### config.mk
export PLATFORM = sky130hd
export DESIGN_NAME = control_sequencer
export DESIGN_NICKNAME = d
export VERILOG_FILES = /design/src/rtl/control_sequencer.sv
export SDC_FILE = /design/constraint.sdc
export NUM_CORES = 1
export LEC_CHECK = 0
export CAP_MARGIN = 5
export CORE_MARGIN = 1
export CORE_UTILIZATION = 42
export CTS_CLUSTER_DIAMETER = 30
export CTS_CLUSTER_SIZE = 30
export DETAILED_ROUTE_END_ITERATION = 8
export PLACE_DENSITY = 0.88
export SLEW_MARGIN = 20
export SYNTH_ARGS = -nofsm -noshare
export SYNTH_HDL_FRONTEND = slang
export SYNTH_SLANG_ARGS = --single-unit
### constraint.sdc
create_clock -name clk -period 2.8 [get_ports clk]
set_input_delay 0.56 -clock clk [delete_from_list [all_inputs] [get_ports clk]]
set_output_delay 0.56 -clock clk [all_outputs]
set_load 0.01 [all_outputs]
### src/rtl/control_sequencer.sv
// Microstep sequencer for the 8-bit bus CPU: walks T0..T4 per instruction and
// decodes opcode, step and flags into the 15-bit control word.
module control_sequencer #(
  parameter bit EARLY_END = 1'b1
) (
  input  logic        clk,
  input  logic        rst,
  input  logic        run,
  input  logic [7:0]  instr,
  input  logic        flag_c,
  input  logic        flag_z,
  output logic [14:0] ctrl,
  output logic [2:0]  step,
  output logic        halted
);

  typedef enum logic [2:0] {
    T0 = 3'd0,
    T1 = 3'd1,
    T2 = 3'd2,
    T3 = 3'd3,
    T4 = 3'd4
  } step_t;

  localparam logic [14:0] MAR_IN   = 15'h0001;
  localparam logic [14:0] RAM_IN   = 15'h0002;
  localparam logic [14:0] RAM_OUT  = 15'h0004;
  localparam logic [14:0] IR_IN    = 15'h0008;
  localparam logic [14:0] IR_OUT   = 15'h0010;
  localparam logic [14:0] A_IN     = 15'h0020;
  localparam logic [14:0] A_OUT    = 15'h0040;
  localparam logic [14:0] ALU_OUT  = 15'h0080;
  localparam logic [14:0] ALU_SUB  = 15'h0100;
  localparam logic [14:0] B_IN     = 15'h0200;
  localparam logic [14:0] OUT_IN   = 15'h0400;
  localparam logic [14:0] PC_INC   = 15'h0800;
  localparam logic [14:0] PC_OUT   = 15'h1000;
  localparam logic [14:0] JUMP     = 15'h2000;
  localparam logic [14:0] FLAGS_IN = 15'h4000;

  localparam logic [3:0] OP_NOP = 4'h0;
  localparam logic [3:0] OP_LDA = 4'h1;
  localparam logic [3:0] OP_ADD = 4'h2;
  localparam logic [3:0] OP_SUB = 4'h3;
  localparam logic [3:0] OP_STA = 4'h4;
  localparam logic [3:0] OP_LDI = 4'h5;
  localparam logic [3:0] OP_JMP = 4'h6;
  localparam logic [3:0] OP_JC  = 4'h7;
  localparam logic [3:0] OP_JZ  = 4'h8;
  localparam logic [3:0] OP_OUT = 4'hE;
  localparam logic [3:0] OP_HLT = 4'hF;

  step_t       state;
  step_t       last_step;
  step_t       end_step;
  logic [3:0]  opcode;
  logic [14:0] word;
  logic        unused_operand;

  assign opcode = instr[7:4];
  // The operand nibble reaches the bus through the IR itself, never through here.
  assign unused_operand = ^instr[3:0];

  always_comb begin
    last_step = T1;
    case (opcode)
      OP_LDA, OP_STA: last_step = T3;
      OP_ADD, OP_SUB: last_step = T4;
      OP_LDI, OP_JMP, OP_JC, OP_JZ, OP_OUT, OP_HLT: last_step = T2;
      default: last_step = T1;
    endcase
  end

  assign end_step = EARLY_END ? last_step : T4;

  // Each step enables at most one bus driver: ram_out, ir_out, a_out, alu_out, pc_out.
  always_comb begin
    word = '0;
    case (state)
      T0: word = PC_OUT | MAR_IN;
      T1: word = RAM_OUT | IR_IN | PC_INC;
      default: begin
        case (opcode)
          OP_LDA: begin
            if (state == T2) word = IR_OUT | MAR_IN;
            else if (state == T3) word = RAM_OUT | A_IN;
          end
          OP_ADD, OP_SUB: begin
            if (state == T2) word = IR_OUT | MAR_IN;
            else if (state == T3) word = RAM_OUT | B_IN;
            else if (state == T4)
              word = ALU_OUT | A_IN | FLAGS_IN | ((opcode == OP_SUB) ? ALU_SUB : 15'h0000);
          end
          OP_STA: begin
            if (state == T2) word = IR_OUT | MAR_IN;
            else if (state == T3) word = A_OUT | RAM_IN;
          end
          OP_LDI: if (state == T2) word = IR_OUT | A_IN;
          OP_JMP: if (state == T2) word = IR_OUT | JUMP;
          OP_JC:  if (state == T2 && flag_c) word = IR_OUT | JUMP;
          OP_JZ:  if (state == T2 && flag_z) word = IR_OUT | JUMP;
          OP_OUT: if (state == T2) word = A_OUT | OUT_IN;
          default: word = '0;
        endcase
      end
    endcase
  end

  // Reset gates the word asynchronously so nothing fires while rst is high.
  assign ctrl = (rst || halted || !run) ? '0 : word;
  assign step = state;

  always_ff @(posedge clk or posedge rst) begin
    if (rst) begin
      state  <= T0;
      halted <= 1'b0;
    end else if (run && !halted) begin
      if (state == T2 && opcode == OP_HLT) begin
        halted <= 1'b1;
        state  <= T0;
      end else if (state == end_step) begin
        state <= T0;
      end else begin
        state <= step_t'(state + 3'd1);
      end
    end
  end

endmodule

# After elaboration in Yosys (flattened, before gate mapping)
# Memories as Yosys holds them, arrays and structs flattened.
# Cells that the tools add are included.
# Widths: inputs -> output; s select.
[op_classes]
add_sub_neg = 1
eq_ne = 15
muxes = 18
n_reduce_logical = 11
[ops]
columns = ["op", "n"]
rows = [
  ["$pmux 15 s8", 1],
  ["$mux 15", 4],
  ["$mux 14", 3],
  ["$pmux 15 s2", 1],
  ["$mux 6", 3],
  ["$eq 4x3->1 const B", 4],
  ["$mux 7", 2],
  ["$eq 4x4->1 const B", 3],
  ["$mux 11", 1],
  ["$mux 9", 1],
  ["$eq 4x2->1 const B", 2],
  ["$eq 3x2->1 const B", 2],
  ["$mux 3", 2],
  ["$eq 4x1->1 const B", 1],
  ["$logic_and 1x1->1", 4],
  ["$add 3x1->3 const B", 1],
  ["$eq 3x1->1 const B", 1],
  ["$eq 3x3->1", 1],
  ["$eq 3x3->1 const B", 1],
  ["$logic_not 3->1", 1],
  ["$logic_not 1->1", 2],
  ["$logic_or 1x1->1", 2],
  ["$reduce_and 2->1", 1],
  ["$reduce_or 2->1", 1],
]
[totals]
ff_bits = 4
romBits = 48
wordCells = 48
memories = 1
[mem_list]
columns = ["memory", "words", "width", "read_ports", "rd_clocked_by_memory_dff", "wr", "line", "source"]
rows = [
  ["(name not given)", 16, 3, 1, 0, 0, "66", "case (opcode)"],
]

# Logic depth before layout (Yosys ltp)
[logic_depth]
ltp_word = 8
depth_mapped = 8
depth_no_buf = 7

# Worst setup path before layout
# Ideal clock, no wire load.
[synth_path]
kind = "flip-flop to output port"
startpoint = "register state[1], in the netlist step[1]"
endpoint = "output port ctrl[14]"
t_arrival_ps = 1949
required_ps = 2240
setup_slack_ps = 291
path_stages_with_launch = 9
path_buffers = 2
path_cell_list = "dfrtp_1 inv_1 ha_1 nor2_1 o21ai_2 or3_1 buf_6 nor2_1 buf_4"
[synth_between]
elab_chain_cells = 7
elab_cells_between_ends = 11
classes_between = "eq/ne (4); mux (6); reduce/logical (1)"
[synth_rtl]
columns = ["element", "line", "source"]
rows = [
  ["from (decl)", "53", "step_t state;"],
  ["from (signal assigned)", "124", "state <= step_t'(state + 3'd1);"],
  ["$eq 3x3->1", "91", "else if (state == T4)"],
  ["$mux 15", "91", ""],
  ["$mux 15", "90", "else if (state == T3) word = RAM_OUT | B_IN;"],
  ["$mux 15", "89", "if (state == T2) word = IR_OUT | MAR_IN;"],
  ["$pmux 15 s8", "83", "case (opcode)"],
  ["$pmux 15 s2 *", "79", "case (state)"],
  ["$mux 15 *", "110", "assign ctrl = (rst || halted || !run) ? '0 : word;"],
  ["to (decl)", "12", "output logic [14:0] ctrl,"],
]
# Every way passes the cells marked *; elsewhere a longest branch is shown, timed or not.

# Worst setup path in the final report
[layout_path]
startpoint = "input port instr[4]"
endpoint = "output port ctrl[2]"
[layout_between]
elab_chain_cells = 5
elab_cells_between_ends = 13
classes_between = "eq/ne (9); mux (3); reduce/logical (1)"
[layout_rtl]
columns = ["element", "line", "source"]
rows = [
  ["from (decl)", "9", "input logic [7:0] instr,"],
  ["$eq 4x2->1", "83", ""],
  ["$reduce_or 2->1", "83", ""],
  ["$pmux 15 s8 *", "83", ""],
  ["$pmux 15 s2 *", "79", ""],
  ["$mux 15 *", "110", ""],
]
# Marked as above.

==> summary.md <==
| Metric | Value |
|---|---|
| Status | `finished, final reports clean` |
| Syn Std Cell Area | `774 um^2` |
| CTS clk-pin slew, worst paths | `0.03 ns` |
| Hold path start | `halted` |
| Detailed Routing Iterations Pass 1 | `4` |
| Congestion Overflow GR | `0` |
| GR Util All Layers | `between 20% and 30%` |
| # clock sinks | `4` |
| Initial antenna violation count | `0` |
| Total inserted antenna cells | `0` |
| Largest net degree at the start of global routing | `10` |
| Area after DPL | `0.00121 mm^2` |
| Internal power | `just over 400 uW` |
| Initial drt markers | `8` |
| CTS Buf Count | `3` |
| FFs w/ async S/R, synth | `100%` |
| Switch share | `around 43%` |
| Synthesized Nets | `~120` |
| CTS H-tree depth | `1` |
| Die area | `slightly above 0.002 mm^2` |
| #FFs+latches synth | `4` |
| Sequential Power Share | `15.2%` |
| Top FF cell, synth | `dfrtp_1` |
| Crit-path max FO | `5` |
| # hold bufs at CTS | `0` |
| P&R area growth vs syn | `60.7%` |
| Yosys warnings | `0` |
| Max Slew Vio Count | `0` |
| Pwr/cell area | `571 mW/mm^2` |
| Io pins | `32` |
| Max Clk Rate | `about 0.37 GHz` |
| Mapped Cells | `roughly 100` |
| R2r setup slk | `approximately 0.9 ns` |
| Setup CP Type | `input port to primary output` |
| Min-Delay Path Depth | `1` |
| Combinational share of power | `74.5%` |
| Worst reg-to-reg path cell count | `8` |
| Maximum vdd drop | `between 400 and 500 uV` |
| Endpoints failing hold | `0` |
| Fill cells | `approximately 140` |
| Register area share after synthesis | `around an eighth` |
| Worst clock skew | `0.0110 ns` |
| Initial Util | `between 40 and 50%` |
| First-pass GRT wire length | `~3600 um` |
| Global placer's final weighted congestion | `between 0.8 and 0.9` |
| EDFF count, synth | `0` |
| Most frequent cells in the layout | `30 x buf_4, 11 x nand2_1, 11 x clkdlybuf4s50_1, 8 x a21oi_1, 8 x buf_2` |
| Max Cap Violations | `0` |
| Unrepaired setup endpoints after global routing | `no` |
| CTS tree | `built` |
| Setup crit end kind | `primary output` |
| Worst EP required | `2.24 ns` |
| Synthesized area per cell | `7.82 um^2` |
| Data arrival, critical path | `between 2 and 2.5 ns` |
| Clock root buffer | `clkbuf_4` |
| P_sw | `~300 uW` |
| DP HPWL | `about 1800 um` |
| Die width | `44.9 um` |
| NumNets Final | `roughly 170` |
| Worst-Skew Late Latency | `around 0.24 ns` |
| Via Count | `between 900 and 1000` |
| RR Endpoint | `step[0]` |
| WHS Endpoint | `halted` |
| Post-route minimum period | `about 2.7 ns` |
| Crit-path cells | `clkdlybuf4s50_1, or3_1, a21oi_1, or3_4, buf_12, o31ai_4, buf_2` |
| CP max stage delay | `0.50 ns` |
| Vias per inst | `5.26` |
| Leak Pwr | `slightly below 0.0006 uW` |
| Die height | `between 40 and 50 um` |
| Final setup violation count | `0` |
| Relative slew slack | `79.2%` |
| Row count | `15` |
| Commonest non-fill, non-tap cell in the layout | `buf_4` |
| CP startpoint kind | `input port` |
| Per-cell routed wire length | `around 13 um` |
| Synth cell types | `39` |
| Reg2Reg Launch Point | `step[0]` |
| DRC | `0` |
| Clk pwr share | `roughly 10%` |
| Layout Utilization | `roughly 70%` |
| Final ANT Viol Nets | `0` |
| # port buffers | `27` |
| Core area | `0.00173 mm^2` |
| Final instance area | `0.00124 mm^2` |
| Number of global-route vias before repair | `860` |
| WL final | `2310 um` |
| CP max stage cell | `clkdlybuf4s50_1` |
| Worst Max-Slew Pin Slew | `between 0.3 and 0.4 ns` |
| Layout cells sized above 1 | `about 41%` |
| CTS Buffer Depth | `2` |
| Hold/Removal Path Class | `flip-flop to flip-flop` |
| Final period utilization | `between 90% and 100%` |
==> power by group through the flow <==
stage | registers (uW) | logic (uW) | clock network, uW
global placement | 106 | 481 | 0
global route | 113 | 572 | 82.6
CTS | 107 | 521 | 78.4
floorplan | 125 | 263 | 0
detailed placement | 107 | 509 | 0
finish | 108 | 530 | 73.5
==> metrics by stage <==
step           TNS (ns)  hold slack [ns]  instances  worst slack, ns  power [uW]
2_1_floorplan         0            0.326         99            0.291         388
3_5_place_dp      -4.33            0.478        171           -0.448         616
4_1_cts        -0.00569            0.488        176         -0.00569         707
6_report              0            0.488        176           0.0847         711
3_3_place_gp      -3.58            0.465        171           -0.403         587
5_1_grt               0            0.505        176          0.00328         768
==> worst max-delay path, delay by kind of cell <==
family                 cells  cell delay, ns
buffers and inverters      3            0.80
AOI/OAI and AO/OA          2            0.26
and+or+nand+nor            2            0.54
==> kinds of logic (layout without fill, tap and decap cells) <==
group / after synthesis / count (layout) / synth area share (%)
compound gates: 26 / 26 / 27.1
xor+xnor: 1 / 1 / 1.13
fa+ha+maj: 5 / 5 / 8.08
buf+inv: 18 / 70 / 15.2
flops: 4 / 4 / 12.9
simple gates: 45 / 45 / 35.5
==> registers in the layout, indices dropped and copies added, names as in the netlist <==
register,flops
halted,1
step,3
==> routing by layer <==
| layer | global-route usage (%) | vias up | share of wire (%) |
|---|---|---|---|
| li1 | - | 456 | - |
| met1 | 26.7 | 429 | 40 |
| met2 | 43.8 | 38 | 54 |
| met3 | 4.80 | 2 | 5.6 |
| met4 | 13.3 | 0 | 0.43 |
| met5 | 0 | - | 0 |
==> timing repair <==
item / 4_1_cts / 5_1_grt
endpoints found under the setup margin: 15 / 10
resized for setup: 41 / 8
pin swaps: 1 / 0
buffers inserted: 2 / 0
==> how the worst max path moves through the flow <==
stage	start	to	slack [ns]	cells after the start
floorplan	step[1]	ctrl[14]	0.29	8
global placement	run	ctrl[2]	-0.40	7
detailed placement	run	ctrl[2]	-0.45	7
CTS	instr[5]	ctrl[2]	-0.006	8
global route	step[1]	ctrl[5]	0.003	8
finish	instr[4]	ctrl[2]	0.08	7
==> synth_stat cells (2+ instances only) <==
library cell	instances	area, um^2
ha_1	5	62.6
dfrtp_1	4	100
o21ai_0	2	10.0
inv_1	7	26.3
nor3_2	2	20.0
or4_1	2	15.0
nor2_1	5	18.8
and2_1	2	12.5
o21ai_1	2	10.0
a21oi_1	8	40.0
buf_6	4	45.0
o41ai_1	2	17.5
nor3_1	7	35.0
buf_4	5	37.5
nand2_1	11	41.3
or3_1	4	25.0
o31ai_1	2	15.0
nand2b_1	4	25.0
==> area by class of cell <==
type                    instances  area, um^2  share of cell area, %
repair buffers                 59         480                   38.6
flip-flops and latches          4         100                   8.04
well taps                      25        31.3                   2.51
clock buffers                   3        22.5                   1.81
inverters                       8        30.0                   2.41
multi-input cells              77         581                   46.6
(Power assumes the default switching activity.)
